`src/rtl/bus_stall_ctrl.sv`:
```
// rtl/bus_stall_ctrl.sv - shared IF/MEM bus arbiter and pipeline stall generator
// Optional bus watchdog: define BUS_TIMEOUT_EN.
module bus_stall_ctrl #(
  parameter int TIMEOUT = 16
) (
  input  logic        clk,
  input  logic        rst,
  input  logic        if_req,
  input  logic [31:0] if_addr,
  output logic [31:0] if_rdata,
  input  logic        mem_req,
  input  logic        mem_we,
  input  logic [31:0] mem_addr,
  input  logic [31:0] mem_wdata,
  input  logic [3:0]  mem_sel,
  output logic [31:0] mem_rdata,
  input  logic        stallreq_id,
  input  logic        stallreq_ex,
  input  logic        flush,
  output logic        bus_req,
  output logic        bus_we,
  output logic [31:0] bus_addr,
  output logic [31:0] bus_wdata,
  output logic [3:0]  bus_sel,
  input  logic [31:0] bus_rdata,
  input  logic        bus_ack,
  output logic        bus_err,
  output logic [5:0]  stall
);

  typedef enum logic [1:0] {IDLE, IF_BUSY, MEM_BUSY, DRAIN} state_t;

  state_t      state;
  logic        timeout_hit;
  logic        ack_eff;
  logic [31:0] rdata_eff;
  logic        req_mem;
  logic        req_if;

`ifdef BUS_TIMEOUT_EN
  localparam int CW = $clog2(TIMEOUT + 1);
  localparam logic [CW-1:0] WD_LAST = CW'(TIMEOUT - 1);

  logic [CW-1:0] wd_cnt;

  // The watchdog substitutes for a missing ack in the cycle the limit is reached.
  assign timeout_hit = (state != IDLE) && !bus_ack && (wd_cnt == WD_LAST);
  assign bus_err     = timeout_hit && !rst;

  always_ff @(posedge clk) begin
    if (rst || state == IDLE) begin
      wd_cnt <= '0;
    end else if (!bus_ack && !timeout_hit) begin
      wd_cnt <= wd_cnt + CW'(1);
    end
  end
`else
  logic unused_timeout;

  assign unused_timeout = (TIMEOUT != 0);
  assign timeout_hit    = 1'b0;
  assign bus_err        = 1'b0;
`endif

  assign ack_eff   = bus_ack || timeout_hit;
  assign rdata_eff = timeout_hit ? 32'h0 : bus_rdata;

  // A fetch completing alongside a flush is discarded, so its word is never presented.
  assign if_rdata  = (state == IF_BUSY && ack_eff && !flush) ? rdata_eff : 32'h0;
  assign mem_rdata = (state == MEM_BUSY && ack_eff) ? rdata_eff : 32'h0;

  assign req_mem = mem_req && !(state == MEM_BUSY && ack_eff);
  assign req_if  = if_req && !(state == IF_BUSY && ack_eff);

  always_comb begin
    stall = 6'b000000;
    if (rst || flush) begin
      stall = 6'b000000;
    end else if (req_mem) begin
      stall = 6'b011111;
    end else if (stallreq_ex) begin
      stall = 6'b001111;
    end else if (stallreq_id) begin
      stall = 6'b000111;
    end else if (req_if) begin
      stall = 6'b000011;
    end
  end

  always_ff @(posedge clk) begin
    if (rst) begin
      state     <= IDLE;
      bus_req   <= 1'b0;
      bus_we    <= 1'b0;
      bus_addr  <= 32'h0;
      bus_wdata <= 32'h0;
      bus_sel   <= 4'h0;
    end else begin
      case (state)
        IDLE: begin
          if (!flush) begin
            if (mem_req) begin
              bus_req   <= 1'b1;
              bus_we    <= mem_we;
              bus_addr  <= mem_addr;
              bus_wdata <= mem_wdata;
              bus_sel   <= mem_sel;
              state     <= MEM_BUSY;
            end else if (if_req) begin
              bus_req   <= 1'b1;
              bus_we    <= 1'b0;
              bus_addr  <= if_addr;
              bus_wdata <= 32'h0;
              bus_sel   <= 4'hF;
              state     <= IF_BUSY;
            end
          end
        end
        IF_BUSY: begin
          if (ack_eff) begin
            bus_req <= 1'b0;
            state   <= IDLE;
          end else if (flush) begin
            state <= DRAIN;
          end
        end
        MEM_BUSY: begin
          if (ack_eff) begin
            bus_req <= 1'b0;
            state   <= IDLE;
          end
        end
        DRAIN: begin
          if (ack_eff) begin
            bus_req <= 1'b0;
            state   <= IDLE;
          end
        end
        default: begin
          bus_req <= 1'b0;
          state   <= IDLE;
        end
      endcase
    end
  end

endmodule
```
`config.mk`:
```
export PLATFORM = sky130hd
export DESIGN_NAME = bus_stall_ctrl
export DESIGN_NICKNAME = d
export VERILOG_FILES = /design/src/rtl/bus_stall_ctrl.sv
export SDC_FILE = /design/constraint.sdc
export NUM_CORES = 1
export LEC_CHECK = 0
export ABC_AREA = 1
export CORE_AREA = 4 4 108 110
export CTS_CLUSTER_SIZE = 28
export DETAILED_ROUTE_END_ITERATION = 8
export DIE_AREA = 0 0 112 114
export DONT_BUFFER_PORTS = 1
export GPL_TIMING_DRIVEN = 0
export PLACE_DENSITY = 0.47
export RECOVER_POWER = 100
export SKIP_LAST_GASP = 1
export SYNTH_ARGS = -nofsm -noshare
export SYNTH_HDL_FRONTEND = slang
export SYNTH_SLANG_ARGS = --single-unit
```
`constraint.sdc`:
```
create_clock -name clk -period 2.7 [get_ports clk]
set_input_delay 0.54 -clock clk [delete_from_list [all_inputs] [get_ports clk]]
set_output_delay 0.54 -clock clk [all_outputs]
set_load 0.05 [all_outputs]
```
==> results of run 1 <==
==> registers in the layout, indices dropped and copies added (netlist names) <==
signal,count
bus_we,1
bus_req,1
bus_sel,4
state,2
bus_wdata,32
bus_addr,32
==> through the flow <==
step / setup TNS (ns) / hold slack, ns / power (mW) / setup slack [ns]
floorplan: 0 / 0.591 / 2.80 / 0.0819
global placement: -0.380 / 0.625 / 3.04 / -0.371
detailed placement: -0.375 / 0.629 / 3.05 / -0.369
CTS: -0.0447 / 0.312 / 3.91 / -0.0256
global route: -2.02 / 0.304 / 4.06 / -0.118
finish: 0 / 0.323 / 3.84 / 0.0643
==> cell families (layout without fill, tap and decap cells) <==
family,count (synthesis),in the layout,share of synthesized area [%]
simple gates,255,255,28.2
compound gates,112,112,16.3
flops,72,72,41.4
other cells,1,2,0.108
buf+inv,113,129,14.0
==> layout by cell type (no fill, tap or decap), types with 2 or more instances in the layout <==
master | Yosys | layout
sky130_fd_sc_hd__o21ai_0 | 38 | 38
sky130_fd_sc_hd__buf_2 | 9 | 4
sky130_fd_sc_hd__nand3_1 | 4 | 4
sky130_fd_sc_hd__clkbuf_1 | 14 | 21
sky130_fd_sc_hd__a21oi_2 | 1 | 3
sky130_fd_sc_hd__nor2_2 | 1 | 11
sky130_fd_sc_hd__dfxtp_1 | 72 | 72
sky130_fd_sc_hd__clkbuf_2 | 0 | 3
sky130_fd_sc_hd__conb_1 | 1 | 2
sky130_fd_sc_hd__nor2_1 | 71 | 61
sky130_fd_sc_hd__nand2_1 | 176 | 177
sky130_fd_sc_hd__clkinv_2 | 0 | 3
sky130_fd_sc_hd__clkbuf_8 | 0 | 9
sky130_fd_sc_hd__inv_1 | 75 | 77
sky130_fd_sc_hd__buf_4 | 12 | 7
sky130_fd_sc_hd__a21oi_1 | 71 | 69
==> power groups by stage <==
stage	sequential, mW	clock [mW]	combinational, mW
detailed placement	1.88	0	1.17
CTS	1.85	0.881	1.18
global placement	1.88	0	1.16
finish	1.85	0.859	1.13
global route	1.87	0.934	1.26
floorplan	1.82	0	0.979
==> repair_timing <==
item | CTS | global route
pin swaps | 0 | 1
endpoints found under the setup margin | 2 | 34
resized for setup | 2 | 13
cloned | 0 | 0
endpoints found under the hold margin | 0 | 0
==> path summary, 6_finish.rpt <==
path,startpoint,endpoint,slack [ns],depth (start not counted)
worst min-delay path,mem_wdata[21],bus_wdata[21],0.32,2
worst max register to register,state[0],bus_wdata[2],0.79,6
worst min register to register,state[0],state[0],0.64,4
worst max-delay path,state[0],if_rdata[27],0.06,3
==> synth_stat cells, types with 2 or more instances <==
master,instances,share of area [%]
sky130_fd_sc_hd__buf_4,12,2.6
sky130_fd_sc_hd__clkbuf_1,14,1.5
sky130_fd_sc_hd__inv_2,2,0.22
sky130_fd_sc_hd__nor2_1,71,7.7
sky130_fd_sc_hd__nand2_1,176,19
sky130_fd_sc_hd__buf_2,9,1.3
sky130_fd_sc_hd__nand3_1,4,0.57
sky130_fd_sc_hd__dfxtp_1,72,41
sky130_fd_sc_hd__a21oi_1,71,10
sky130_fd_sc_hd__o21ai_0,38,5.5
sky130_fd_sc_hd__inv_1,75,8.1
==> per-layer routing <==
metal / global-route usage [%] / part of all wire [%] / vias up
li1: - / - / 1695
met1: 18.7 / 37 / 1556
met2: 32.1 / 52 / 169
met3: 7.37 / 9.3 / 15
met4: 5.85 / 2.2 / 0
met5: 0 / 0 / -
==> area by class of cell <==
class / instances / area (um2)
multi-input cells: 369 / 1600
inverters: 77 / 289
clock inverters: 7 / 70.1
well taps: 140 / 175
flip-flops and latches: 72 / 1440
plain buffers: 36 / 178
clock buffers: 9 / 124
fillers: 1193 / 6820
==> results.rst, run 1 <==
.. list-table::
   :header-rows: 1

   * - Metric
     - Value
   * - Outcome
     - finished, final reports clean
   * - VDD IR max
     - around 320 uV
   * - Detailed-routing iteration count for the pre-antenna-repair pass
     - 4
   * - Wire length of the first global-routing pass
     - 17600 um
   * - Achievable Freq
     - roughly 380 MHz
   * - Tightest Pin Transition
     - between 1 and 1.5 ns
   * - Combined global-route utilization of all metal layers
     - roughly 18%
   * - FFs w/ async S/R, synth
     - 0%
   * - Proportion of layout cells with a drive suffix above 1
     - 8.25%
   * - Final Slew Violations
     - 0
   * - Clock latency at the later pin of the worst-skew pair
     - 0.35 ns
   * - Number of global-route vias before repair
     - about 3200
   * - Utilization after layout
     - 36.2%
   * - Instance area after placement
     - 3660 um2
   * - Clock sink count
     - 72
   * - Cell family with the largest share of critical-path delay
     - simple AND/OR/NAND/NOR gates
   * - Proportion of power drawn by flip-flops and latches
     - 48.1%
   * - Pin count of the biggest net entering global routing
     - 14
   * - Worst-path clk slew
     - 0.09 ns
   * - Buffers on Ports
     - 0
   * - Vias per Instance
     - 4.84
   * - Initial standard-cell utilization of the core
     - 32.6%
   * - Clock tree from TritonCTS
     - yes
   * - DIE WIDTH
     - 112 um
   * - Number of synthesized register bits
     - 72
   * - Combinational share of power
     - 29.5%
   * - Pwr dens
     - approximately 990 nW/um2
   * - Worst hold-check path type
     - input pin to flip-flop
   * - Nature of the critical path endpoint
     - primary output
   * - WL/cell
     - roughly 17 um
   * - Worst Path Required
     - 2.16 ns
   * - Max-capacitance violation count
     - 0
   * - Post-synth EDFFs
     - 0
   * - CP max-delay cell
     - sky130_fd_sc_hd__nor2_1
   * - Count of routing violations after the opening detailed-route iteration
     - between 100 and 150
   * - Synthesis-to-layout area growth
     - 11.2%
   * - Tmin final
     - approximately 2.6 ns
   * - Static leakage
     - ~1.7 nW
   * - Number of inserted diodes
     - 0
   * - Cells after synthesis
     - 553
   * - Setup repair after global routing missed its margin
     - yes
   * - Routability Congestion
     - 0.985
   * - Mapped Area
     - 3480 um2
   * - Total congestion overflow
     - 0
   * - Startpoint-to-endpoint class of the critical path
     - flip-flop to primary output
   * - Total placed cells including tap cells
     - 694
   * - Hpwl dp
     - 10000 um
   * - Seq/Total Area, Yosys
     - between 40% and 50%
   * - Share of power burned in the clock network
     - 22.4%
   * - Post-route DRC violation count
     - 0
   * - Die span in y
     - 114 um
   * - Final Instance Area
     - approximately 3900 um2
   * - Number of hold violations in the final report
     - 0
   * - Max-Slew Margin vs Limit
     - 33.1%
   * - Antenna violations before repair
     - 0
   * - Non-filler cells, final
     - 710
   * - Core Region
     - 10700 um2
   * - Buffers plus inverters on the worst setup path
     - 1
   * - Final WL
     - between 10000 and 15000 um
   * - Unique masters post-synth
     - 20
   * - Number of CTS-inserted buffers
     - 9
   * - Final nets
     - 706
   * - Clock tree buffer depth
     - 2
   * - Share of total power consumed by net switching
     - 50.9%
   * - Post-CTS Hold Fix Bufs
     - 0
   * - Count of yosys warnings during synthesis
     - 0
   * - Period utilisation layout
     - 97.6%
   * - Net switching power
     - 1.95 mW
   * - Setup Fix Bufs, Post-CTS
     - 0
   * - Number of H-tree branching levels
     - 3
   * - Number of ports placed on the die boundary
     - 282
   * - Launching element type of the critical path
     - flip-flop
   * - Largest stage delay, worst path
     - 0.75 ns
   * - Highest fanout seen on the critical path
     - 10
   * - Ordered cell list for the critical path
     - nand4_1 -> clkbuf_1 -> nor2_1
   * - Clock Root Buffer
     - sky130_fd_sc_hd__clkbuf_8
   * - Total die area
     - 12800 um2
   * - Std cell rows
     - 38
   * - Clock tree skew after final layout
     - 0.0114 ns
   * - Critical path data arrival time
     - ~2.1 ns
   * - Primary FF master, synth
     - sky130_fd_sc_hd__dfxtp_1
   * - Setup Viol. Count Final
     - 0
   * - Total internal power
     - ~1.9 mW
   * - Total vias in the final route
     - 3435
   * - Mean cell area of the mapped netlist
     - 6.30 um2
   * - Post-route ant nets
     - 0
(Power assumes the default switching activity.)
==> run 2, diff against run 1 <==
Settings changed: CELL_PAD_IN_SITES_DETAIL_PLACEMENT set to 1, CELL_PAD_IN_SITES_GLOBAL_PLACEMENT set to 2, CORE_AREA 4 4 108 110 to not set, CORE_ASPECT_RATIO set to 0.8, CORE_MARGIN set to 4, CORE_UTILIZATION set to 31, DIE_AREA 0 0 112 114 to not set, PLACE_DENSITY 0.47 to 0.85.
==> results.rst, run 2 (synthesis gave the netlist of run 1 again) <==
.. list-table::
   :header-rows: 1

   * - Metric
     - Value
   * - Static leakage
     - approximately 1.8 nW
   * - Registers with the highest flip-flop counts
     - bus_addr (32), bus_wdata (32), bus_sel (4)
   * - Number of H-tree branching levels
     - 3
   * - Instance area after placement
     - 3670 um2
   * - Max-capacitance violation count
     - 0
   * - Total vias in the final route
     - 3469
   * - Post-route DRC violation count
     - 0
   * - Antenna violations before repair
     - 0
   * - Worst Path Required
     - 2.16 ns
   * - Critical path data arrival time
     - 2.10 ns
   * - Tightest Pin Transition
     - around 1.1 ns
   * - DIE WIDTH
     - 127 um
   * - Clock Root Buffer
     - sky130_fd_sc_hd__clkbuf_16
   * - Synthesis-to-layout area growth
     - 14.7%
   * - Number of hold violations in the final report
     - 0
   * - Commonest non-fill, non-tap cells in the layout
     - sky130_fd_sc_hd__nand2_1 (177), sky130_fd_sc_hd__inv_1 (77), sky130_fd_sc_hd__a21oi_1 (71), sky130_fd_sc_hd__dfxtp_1 (71), sky130_fd_sc_hd__nor2_1 (54)
   * - Setup Fix Bufs, Post-CTS
     - 0
   * - Tmin final
     - 2.64 ns
   * - Power, Total
     - 4.18 mW
   * - Max-Slew Margin vs Limit
     - 28.8%
   * - Number of inserted diodes
     - 0
   * - Nature of the critical path endpoint
     - primary output
   * - Clock latency at the later pin of the worst-skew pair
     - approximately 0.33 ns
   * - Pin count of the biggest net entering global routing
     - 17
   * - Worst hold-check path type
     - input pin to flip-flop
   * - Highest fanout seen on the critical path
     - 10
   * - VDD IR max
     - 432 uV
   * - Routability Congestion
     - 0.817
   * - Buffers on Ports
     - 0
   * - Setup Viol. Count Final
     - 0
   * - Detailed-routing iteration count for the pre-antenna-repair pass
     - 4
   * - Startpoint-to-endpoint class of the critical path
     - flip-flop to primary output
   * - Std cell rows
     - 34
   * - WL/cell
     - 18.0 um
   * - Hpwl dp
     - approximately 10000 um
   * - Launching element type of the critical path
     - flip-flop
   * - Leading cell type in the layout, fill and taps excluded
     - sky130_fd_sc_hd__nand2_1
   * - Wire length of the first global-routing pass
     - 18900 um
   * - Count of routing violations after the opening detailed-route iteration
     - 98
   * - Die span in y
     - 103 um
   * - Pwr dens
     - between 1000 and 1500 nW/um2
   * - Number of global-route vias before repair
     - approximately 3500
   * - Clock tree buffer depth
     - 2
   * - Number of ports placed on the die boundary
     - 282
   * - Total congestion overflow
     - 0
   * - Non-filler cells, final
     - 714
   * - Clock sink count
     - between 70 and 80
   * - Utilization after layout
     - 36.5%
   * - Total placed cells including tap cells
     - 698
   * - Vias per Instance
     - 4.86
   * - Setup repair after global routing missed its margin
     - yes
   * - Final WL
     - 12800 um
   * - Final Slew Violations
     - 0
   * - Achievable Freq
     - approximately 380 MHz
   * - Clock tree from TritonCTS
     - yes
   * - Proportion of layout cells with a drive suffix above 1
     - 9.47%
   * - Core Region
     - 10900 um2
   * - Final nets
     - slightly above 700
   * - Worst-path clk slew
     - 0.07 ns
   * - Period utilisation layout
     - 97.7%
   * - Combined global-route utilization of all metal layers
     - between 15 and 20%
   * - Number of CTS-inserted buffers
     - 9
   * - Outcome
     - finished, final reports clean
   * - Post-route ant nets
     - 0
   * - Post-CTS Hold Fix Bufs
     - 0
   * - Final Instance Area
     - 4000 um2
   * - Initial standard-cell utilization of the core
     - between 30% and 40%
   * - Clock tree skew after final layout
     - 0.00776 ns
   * - Total die area
     - 13000 um2
## run 2: where the power goes
| part | internal [mW] | switching (mW) |
|---|---|---|
| sequential | 1.22 | 0.632 |
| clock | 0.650 | 0.526 |
| combinational | 0.244 | 0.905 |
## run 2: cell type report
type,count,area [um2]
fill,1437,6940
multi-input combinational,369,1610
sequential,72,1440
inverter,77,289
clock buffer,9,225
tap,144,180
buffer,36,179
clock inverter,7,71.3
## run 2: critical path, cell delays in order, from the launching register on
cell and delay (ns):
sky130_fd_sc_hd__dfxtp_1 0.34, sky130_fd_sc_hd__inv_1 0.15, sky130_fd_sc_hd__nand4_1 0.20, sky130_fd_sc_hd__clkbuf_1 0.32, sky130_fd_sc_hd__nor2_1 0.75
## run 2: per-layer routing
| metal | up-vias | part of all wire, % | global-route usage (%) |
|---|---|---|---|
| met5 | - | 0 | 0 |
| met4 | 0 | 0.36 | 2.80 |
| met3 | 6 | 9.6 | 8.86 |
| met2 | 144 | 53 | 34.3 |
| met1 | 1612 | 37 | 19.3 |
| li1 | 1707 | - | - |
## run 2: path summary, 6_finish.rpt
| check | from | cells after the start | endpoint | slack, ns |
|---|---|---|---|---|
| worst max register to register | state[1] | 6 | bus_wdata[0] | 0.81 |
| worst min register to register | state[0] | 4 | state[0] | 0.63 |
| worst max-delay path | state[1] | 4 | if_rdata[3] | 0.06 |
| worst min-delay path | mem_wdata[25] | 2 | bus_wdata[25] | 0.34 |
## run 2: metrics by stage
stage | hold WS [ns] | setup TNS, ns | worst slack (ns)
after detailed placement | 0.660 | -0.328 | -0.328
after floorplan | 0.591 | 0 | 0.0819
final | 0.341 | 0 | 0.0622
after global placement | 0.632 | -0.330 | -0.330
after CTS | 0.325 | -0.0866 | -0.0478
after global routing | 0.325 | -1.58 | -0.127
## run 2: what timing repair did
item,CTS,global route
pin swaps,0,1
endpoints found under the setup margin,2,34
gates resized for setup,2,18
hold endpoints to repair,0,0
==> run 3, diff against run 2 <==
Settings changed: RECOVER_POWER 100 to not set.
==> results.rst, run 3 (synthesis gave the netlist of run 1 again) <==
.. list-table::
   :header-rows: 1

   * - Metric
     - Value
   * - Proportion of layout cells with a drive suffix above 1
     - 11.1%
   * - Achievable Freq
     - 379 MHz
   * - Die span in y
     - around 100 um
   * - Buffers on Ports
     - 0
   * - Setup repair after global routing missed its margin
     - yes
   * - Worst hold-check path type
     - input pin to flip-flop
   * - Power, Total
     - between 4 and 5 mW
   * - Core Region
     - 10900 um2
   * - Post-CTS Hold Fix Bufs
     - 0
   * - Commonest non-fill, non-tap cells in the layout
     - sky130_fd_sc_hd__nand2_1 (176), sky130_fd_sc_hd__inv_1 (75), sky130_fd_sc_hd__a21oi_1 (71), sky130_fd_sc_hd__dfxtp_1 (71), sky130_fd_sc_hd__nor2_1 (54)
   * - DIE WIDTH
     - ~130 um
   * - Nature of the critical path endpoint
     - primary output
   * - Max-capacitance violation count
     - 0
   * - Final WL
     - ~13000 um
   * - Count of routing violations after the opening detailed-route iteration
     - 79
   * - Post-route ant nets
     - 0
   * - Vias per Instance
     - 4.85
   * - VDD IR max
     - 433 uV
   * - Number of ports placed on the die boundary
     - roughly 280
   * - Buffers plus inverters on the worst setup path
     - 2
   * - Period utilisation layout
     - 97.6%
   * - Setup Fix Bufs, Post-CTS
     - 0
   * - Detailed-routing iteration count for the pre-antenna-repair pass
     - 4
   * - Number of CTS-inserted buffers
     - 9
   * - Setup Viol. Count Final
     - 0
   * - Clock tree skew after final layout
     - about 0.008 ns
   * - Outcome
     - finished, final reports clean
   * - WL/cell
     - 18.0 um
   * - Launching element type of the critical path
     - flip-flop
   * - Clock Root Buffer
     - sky130_fd_sc_hd__clkbuf_16
   * - Startpoint-to-endpoint class of the critical path
     - flip-flop to primary output
   * - Combined global-route utilization of all metal layers
     - 18.4%
   * - Tightest Pin Transition
     - 1.08 ns
   * - Static leakage
     - 1.79 nW
   * - Number of inserted diodes
     - 0
   * - Tmin final
     - 2.64 ns
   * - Final Slew Violations
     - 0
   * - Clock sink count
     - 72
   * - Synthesis-to-layout area growth
     - 15.5%
   * - Ordered cell list for the critical path
     - inv_1 -> nand4_1 -> clkbuf_1 -> nor2_1
   * - Total congestion overflow
     - 0
   * - Clock tree from TritonCTS
     - yes
   * - Initial standard-cell utilization of the core
     - a little under a third
   * - Pin count of the biggest net entering global routing
     - 17
   * - Std cell rows
     - 34
   * - Highest fanout seen on the critical path
     - 10
   * - Cell family with the largest share of critical-path delay
     - simple AND/OR/NAND/NOR gates
   * - Worst Path Required
     - 2.16 ns
   * - Clock tree buffer depth
     - 2
   * - Final nets
     - between 700 and 800
   * - Antenna violations before repair
     - 0
   * - Pwr dens
     - 1050 nW/um2
   * - Largest stage delay, worst path
     - 0.75 ns
   * - Filler Cells Inserted
     - 1431
   * - Post-route DRC violation count
     - 0
   * - Clock latency at the later pin of the worst-skew pair
     - 0.33 ns
   * - Number of hold violations in the final report
     - 0
   * - Worst-path clk slew
     - around 0.07 ns
   * - Total vias in the final route
     - around 3500
   * - Routability Congestion
     - about 0.8
   * - Number of global-route vias before repair
     - 3532
   * - Worst hold margin
     - 0.343 ns
   * - Total die area
     - 13000 um2
   * - Number of H-tree branching levels
     - 3
   * - Hpwl dp
     - 10500 um
   * - Wire length of the first global-routing pass
     - 18900 um
   * - Registers with the highest flip-flop counts
     - bus_addr (32), bus_wdata (32), bus_sel (4)
   * - CP max-delay cell
     - sky130_fd_sc_hd__nor2_1
   * - Leading cell type in the layout, fill and taps excluded
     - sky130_fd_sc_hd__nand2_1
   * - Critical path data arrival time
     - 2.10 ns
   * - Max-Slew Margin vs Limit
     - 28.4%
==> run 3: where the power goes <==
group,total (mW),internal [mW],switching [mW]
combinational,1.18,0.269,0.913
clock,1.18,0.650,0.526
sequential,1.85,1.22,0.633
==> run 3: path summary, 6_finish.rpt <==
check                startpoint             to  slack, ns  cells after the start
setup / recovery       state[1]    if_rdata[3]       0.06                      4
hold / removal    mem_wdata[25]  bus_wdata[25]       0.34                      2
setup reg to reg       state[1]  bus_wdata[31]       1.28                      6
hold reg to reg        state[0]       state[0]       0.64                      4
==> run 3: cell type report <==
| cell class | count | area, um2 | share of cell area [%] |
|---|---|---|---|
| Buffer | 36 | 199 | 4.95 |
| Clock buffer | 9 | 225 | 5.60 |
| Clock inverter | 7 | 71.3 | 1.77 |
| Inverter | 77 | 289 | 7.19 |
| Sequential cell | 72 | 1440 | 35.9 |
| Tap cell | 144 | 180 | 4.48 |
| Multi-Input combinational cell | 369 | 1620 | 40.2 |
==> run 3: repair_timing <==
item	in CTS	in global routing
pin swaps	0	1
endpoints found under the hold margin	0	0
gates resized for setup	2	18
setup endpoints to repair	2	34
==> run 3: stage by stage <==
stage / cell area (um2) / util (%) / setup TNS (ns) / std cells / setup slack (ns)
after floorplan: 3490 / - / 0 / 554 / 0.0819
after global placement: 3670 / 33.5 / -0.330 / 698 / -0.330
after detailed placement: 3670 / 33.5 / -0.328 / 698 / -0.328
after CTS: 3980 / 36.4 / -0.0866 / 714 / -0.0478
after global routing: 4020 / 36.8 / -1.58 / 714 / -0.127
final: 4020 / 36.8 / 0 / 714 / 0.0648
==> run 3: metal layers <==
metal / GRT usage, % / wire length [um] / vias to the layer above
met5: 0 / 0 / -
met4: 2.80 / 61 / 0
met3: 8.86 / 1190 / 6
met2: 34.3 / 6850 / 144
met1: 19.3 / 4730 / 1605
li1: - / - / 1708
